===== config.mk =====
export PLATFORM = sky130hd
export DESIGN_NAME = fifo_uart_tx_flat
export DESIGN_NICKNAME = d
export VERILOG_FILES = /design/src/rtl/fifo_uart_tx_pkg.sv /design/src/rtl/fifo_uart_tx_if.sv /design/src/rtl/fifo_uart_tx_baud.sv /design/src/rtl/fifo_uart_tx.sv /design/src/flat_wrapper.sv
export SDC_FILE = /design/constraint.sdc
export NUM_CORES = 1
export LEC_CHECK = 0
export CORE_MARGIN = 4
export CORE_UTILIZATION = 60
export CTS_BUF_LIST = sky130_fd_sc_hd__clkbuf_8
export DETAILED_ROUTE_END_ITERATION = 10
export HOLD_SLACK_MARGIN = 0.12
export PLACE_DENSITY = 0.84
export SYNTH_ARGS = -nofsm -noshare
export SYNTH_HDL_FRONTEND = slang
export SYNTH_SLANG_ARGS = --single-unit

===== constraint.sdc =====
create_clock -name clk -period 3.6 [get_ports clk]
set_input_delay 1.08 -clock clk [delete_from_list [all_inputs] [get_ports clk]]
set_output_delay 1.08 -clock clk [all_outputs]
set_load 0.01 [all_outputs]

===== src/rtl/fifo_uart_tx_pkg.sv =====
// fifo_uart_tx shared types and line-level constants.
// State encoding and 8N1 frame levels.
package fifo_uart_tx_pkg;

  typedef enum logic [2:0] {
    IDLE,
    POP,
    LOAD,
    START,
    DATA,
    STOP
  } state_t;

  localparam logic START_BIT  = 1'b0;
  localparam logic STOP_BIT   = 1'b1;
  localparam logic IDLE_LEVEL = 1'b1;
  localparam int   FRAME_BITS = 10;

endpackage


===== src/rtl/fifo_uart_tx_if.sv =====
// FIFO read port between syn_fifo and its consumer.
// master = consumer (pops), slave = FIFO.
interface fifo_uart_tx_if #(
  parameter int DATA_WIDTH = 8
);

  logic                  fifo_is_empty;
  logic                  fifo_r_en;
  logic [DATA_WIDTH-1:0] fifo_r_data;

  modport master (
    output fifo_r_en,
    input  fifo_is_empty,
    input  fifo_r_data
  );

  modport slave (
    input  fifo_r_en,
    output fifo_is_empty,
    output fifo_r_data
  );

endinterface


===== src/rtl/fifo_uart_tx_baud.sv =====
// Bit-period generator: counts 0..div_q, ticks at div_q.
// div_q is captured on load so a frame keeps one bit period.
module uart_baud_tick #(
  parameter int DIV_WIDTH = 16
) (
  input  logic                 clk,
  input  logic                 rst_n,
  input  logic                 load,
  input  logic                 run,
  input  logic [DIV_WIDTH-1:0] div,
  output logic                 tick
);

  logic [DIV_WIDTH-1:0] div_q;
  logic [DIV_WIDTH-1:0] cnt;

  assign tick = run && (cnt == div_q);

  always_ff @(posedge clk or negedge rst_n) begin
    if (!rst_n) begin
      div_q <= '0;
      cnt   <= '0;
    end else if (load) begin
      div_q <= div;
      cnt   <= '0;
    end else if (run) begin
      cnt <= tick ? '0 : cnt + DIV_WIDTH'(1);
    end
  end

endmodule


===== src/rtl/fifo_uart_tx.sv =====
// 8N1 UART transmitter draining a syn_fifo read port.
// txd is a flop fed from next state, so it never glitches.
module fifo_uart_tx
  import fifo_uart_tx_pkg::*;
#(
  parameter int DATA_WIDTH = 8,
  parameter int DIV_WIDTH  = 16
) (
  input  logic                 clk,
  input  logic                 rst_n,
  input  logic                 enable,
  input  logic [DIV_WIDTH-1:0] baud_div,
  fifo_uart_tx_if.master       fifo,
  output logic                 txd,
  output logic                 busy,
  output logic                 tx_done
);

  localparam int CW =
    (DATA_WIDTH > 1) ? $clog2(DATA_WIDTH) : 1;
  localparam logic [CW-1:0] LAST =
    CW'(DATA_WIDTH - 1);

  state_t                state, state_d;
  logic [DATA_WIDTH-1:0] shift, shift_d;
  logic [CW-1:0]         bit_cnt, bit_d;
  logic                  txd_d;
  logic                  tick;
  logic                  go;

  assign go        = enable && !fifo.fifo_is_empty;
  assign fifo.fifo_r_en = (state == POP);
  assign busy      = (state != IDLE);

  uart_baud_tick #(
    .DIV_WIDTH(DIV_WIDTH)
  ) u_tick (
    .clk  (clk),
    .rst_n(rst_n),
    .load (state == LOAD),
    .run  (state inside {START, DATA, STOP}),
    .div  (baud_div),
    .tick (tick)
  );

  always_comb begin
    state_d = state;
    shift_d = shift;
    bit_d   = bit_cnt;
    tx_done = 1'b0;
    unique case (state)
      IDLE:  if (go) state_d = POP;
      POP:   state_d = LOAD;
      LOAD: begin
        shift_d = fifo.fifo_r_data;
        bit_d   = '0;
        state_d = START;
      end
      START: if (tick) state_d = DATA;
      DATA: begin
        if (tick) begin
          if (bit_cnt == LAST) begin
            state_d = STOP;
          end else begin
            bit_d   = bit_cnt + CW'(1);
            shift_d = shift >> 1;
          end
        end
      end
      STOP: begin
        if (tick) begin
          tx_done = 1'b1;
          state_d = go ? POP : IDLE;
        end
      end
      default: state_d = IDLE;
    endcase
  end

  always_comb begin
    txd_d = IDLE_LEVEL;
    case (state_d)
      START:   txd_d = START_BIT;
      DATA:    txd_d = shift_d[0];
      STOP:    txd_d = STOP_BIT;
      default: txd_d = IDLE_LEVEL;
    endcase
  end

  always_ff @(posedge clk or negedge rst_n) begin
    if (!rst_n) begin
      state   <= IDLE;
      shift   <= '0;
      bit_cnt <= '0;
      txd     <= IDLE_LEVEL;
    end else begin
      state   <= state_d;
      shift   <= shift_d;
      bit_cnt <= bit_d;
      txd     <= txd_d;
    end
  end

endmodule


===== src/flat_wrapper.sv =====
// flat-port wrapper written by rule: the top's interface ports become plain ports
module fifo_uart_tx_flat import fifo_uart_tx_pkg::*;
#(
  parameter int DATA_WIDTH = 8,
  parameter int DIV_WIDTH  = 16
)
  (clk, rst_n, enable, baud_div, txd, busy, tx_done, fifo_fifo_r_en, fifo_fifo_is_empty, fifo_fifo_r_data);
  fifo_uart_tx_if #(.DATA_WIDTH(DATA_WIDTH)) fifo_i ();
  input  logic clk;
  input  logic rst_n;
  input  logic enable;
  input  logic [DIV_WIDTH-1:0] baud_div;
  output logic txd;
  output logic busy;
  output logic tx_done;
  output wire logic [$bits(fifo_i.fifo_r_en)-1:0] fifo_fifo_r_en;
  input wire logic [$bits(fifo_i.fifo_is_empty)-1:0] fifo_fifo_is_empty;
  input wire logic [$bits(fifo_i.fifo_r_data)-1:0] fifo_fifo_r_data;
  assign fifo_fifo_r_en = fifo_i.fifo_r_en;
  assign fifo_i.fifo_is_empty = fifo_fifo_is_empty;
  assign fifo_i.fifo_r_data = fifo_fifo_r_data;
  fifo_uart_tx #(.DATA_WIDTH(DATA_WIDTH), .DIV_WIDTH(DIV_WIDTH)) u_core (.clk(clk), .rst_n(rst_n), .enable(enable), .baud_div(baud_div), .fifo(fifo_i), .txd(txd), .busy(busy), .tx_done(tx_done));
endmodule

==> results.yml <==
routing:
  antenna_left: 0
  wl_met1_um: 2310
  firstDrtPassIters: 4
  drt-initial-drc-count: 239
  drcViolationCount: 0
  via_count: 2023
  wl_met3_um: 366
  routed-wl-met2_um: 2420
  drt-wirelength-per-cell_um: 15.1
  drt_wl_total_um: 5200
  top_layer: "met4"
  vias_per_cell: 5.90
cells_and_area:
  n_antenna_cell: 0
  stdcell_area_um2: 2810
  seqCellArea_um2: 1180
  multiInputGateArea_um2: 1140
  area_delta_synth_final_pct: 18.3
  nNetsFinal: 325
  fillerInstances: 297
  drive_gt1_share_pct: 5.42
clock_network:
  cts.clk_slew.worst_paths_ps: 80
  clock-sinks: 47
  cts_inserted_buffers: 5
  cts_setup_buffers: 0
  hold_buffers: 0
  cts_resized: 0
  htree_levels: 2
  root_buffer: "clkbuf_8"
  insertion_delay_ps: 300
  cts.path.max_buffers: 2
  cts_tree: "built"
timing:
  slew_headroom_pct: 31.5
  slew_viol_final: 0
  setup_slack_ps: 333
  setup_violations: 0
  rsz0062_at_grt: "false"
  setup-tns-final_ps: 0
  whs_ps: 479
  fin_crit_ps: 3270
  fin_crit_sh_pct: 90.8
  skew_ps: 4.64
  worst_pin_slew_ps: 1030
  fmax_mhz: 306
  hold_violations: 0
power_and_ir_drop:
  swShare_pct: 37.0
  peakVddDrop_mv: 0.445
  p_per_area_nw_per_um2: 627
  intPower_mw: 1.11
  p_clk_share_pct: 17.5
  combPwrFrac_pct: 33.3
  p_switching_mw: 0.652
  p_seq_share_pct: 49.3
  p_leak_nw: 1.28
place:
  dp_hpwl_um: 3740
  dpl_worst_slack_ps: 645
  gp_congestion: 0.936
  placed_cell_area_um2: 2720
  port_buffers: 31
setup_path:
  cp-start-kind: "register"
  cp-end-kind: "output port"
  path_max_fanout: 6
  arrival_ps: 2190
  crit_type: "register to output port"
  cp.required_ps: 2520
synth:
  synthMuxAreaShare_pct: 1.79
  syn_avg_cell_area_um2: 9.02
  synth-seq-cells: 47
  yosys_warnings: 0
  synth_fa_ha_area_share_pct: 1.58
  ys_types: 37
  synthCells: 263
  syn-cell-area_um2: 2370
  synth_top_family_by_area: "simple AND/OR/NAND/NOR gates"
  synth_flop_cell: "dfrtp_1"
  synth-simple-area-share_pct: 24.4
  synth_xor_area_share_pct: 6.64
  synth_nets: 294
  synth-edff-count: 0
  synth_compound_area_share_pct: 13.8
  yosysSeqAreaShare_pct: 49.6
  asyncSetResetFlopFracSynth_pct: 100
min_path:
  hp-class: "register to register"
global_route:
  grt_max_degree: 48
  grt.total_usage_pct: 22.7
  grt_pass1_wl_um: 9050
  grt_overflow_total: 0
  grt_pass1_vias: 1896
  antenna_found_initial: 0
die:
  floorplan.rows: 22
  dieArea_um2: 5030
  coreArea_um2: 3740
  dieWidth_um: 70.9
  initial_core_util_pct: 63.4
  io_pins: 32
  dieHeight_um: 70.9
run:
  maxCapViolCount: 0
outcome:
  status: "complete, no violations"
path summary, 6_finish.rpt:
path | start | endpoint | slack [ps] | depth (start not counted)
max | u_core.u_tick.cnt[5] | tx_done | 330 | 5
min | u_core.shift[1] | u_core.shift[1] | 480 | 2
max reg2reg | u_core.u_tick.cnt[5] | u_core.txd | 1300 | 7
min reg2reg | u_core.shift[1] | u_core.shift[1] | 480 | 2
max in group asynchronous | rst_n | u_core.u_tick.div_q[11] | 2020 | 1
min in group asynchronous | rst_n | u_core.state[2] | 950 | 1
logic make-up (layout without fill, tap and decap cells):
kind of cell,count (synthesis),in the layout
DFF,47,47
xor gates and xnor gates,18,18
muxes,4,4
and+or+nand+nor,127,127
AOI/OAI and AO/OA,50,50
buffers and inverters,14,46
adders and majority gates,3,3
worst max-delay path, stage by stage (launching register included):
cell	delay [ps]
dfrtp_1	440
xnor2_1	200
nand4_1	160
nor4_4	340
and4b_1	220
clkdlybuf4s50_1	530
cells in the mapped netlist (all sizes together), types with 3 or more instances:
master	n	share of area [%]
and2	3	0.79
xnor2	17	6.3
a21oi	3	0.63
a211oi	7	2.2
a22oi	6	1.9
inv	4	0.63
a22o	4	1.5
o21ai	22	4.6
nand3	9	1.9
dfrtp	46	48
ha	3	1.6
and3	6	1.6
nor2	8	1.3
clkbuf	8	1.3
nor2b	3	0.79
nand2	82	13
a21o	3	0.95
nand4	5	1.3
area by class of cell:
| type | count | area share, % |
|---|---|---|
| repair buffers | 34 | 11.7 |
| clock buffers | 5 | 2.45 |
| clock inverters | 3 | 0.579 |
| well taps | 48 | 2.14 |
| inverters | 4 | 0.535 |
| multi-input cells | 202 | 40.7 |
| flip-flops and latches | 47 | 41.9 |
flip-flops by register name (all words and copies together) (netlist names):
name,flops
u_core.shift,8
u_core.txd,1
u_core.state,3
u_core.u_tick.div_q,16
u_core.bit_cnt,3
u_core.u_tick.cnt,16
per-layer routing:
layer  up-vias  GRT usage (%)
li1        964              -
met1       982           32.6
met2        67           34.2
met3        10           5.26
met4         0           7.52
met5         -              0
per-stage QoR:
step           power, mW  std cells  util (%)
2_1_floorplan       1.28        263         -
3_3_place_gp        1.43        335      72.7
3_5_place_dp        1.46        335      72.7
4_1_cts             1.77        343      75.0
5_1_grt             1.89        343      75.0
6_report            1.76        343      75.0
power by group through the flow:
| stage | clock network [mW] | registers, mW | logic, mW |
|---|---|---|---|
| floorplan | 0 | 0.822 | 0.454 |
| global placement | 0 | 0.868 | 0.559 |
| detailed placement | 0 | 0.872 | 0.583 |
| CTS | 0.314 | 0.862 | 0.591 |
| global route | 0.336 | 0.888 | 0.666 |
| finish | 0.307 | 0.867 | 0.585 |
placed cells by master (no fill, tap or decap), types with 3 or more instances in the layout:
cell type / count
a22o_1: 4
nand2_1: 82
nand3_1: 9
nand4_1: 5
nor2b_1: 3
a22oi_1: 6
a211oi_1: 7
a21oi_1: 3
buf_4: 3
xnor2_1: 17
clkdlybuf4s50_1: 30
inv_1: 5
ha_1: 3
nor2_1: 8
and3_1: 6
dfrtp_1: 46
clkbuf_8: 5
o21ai_0: 22
a21o_1: 3
and2_1: 3
(Power assumes the default switching activity.)
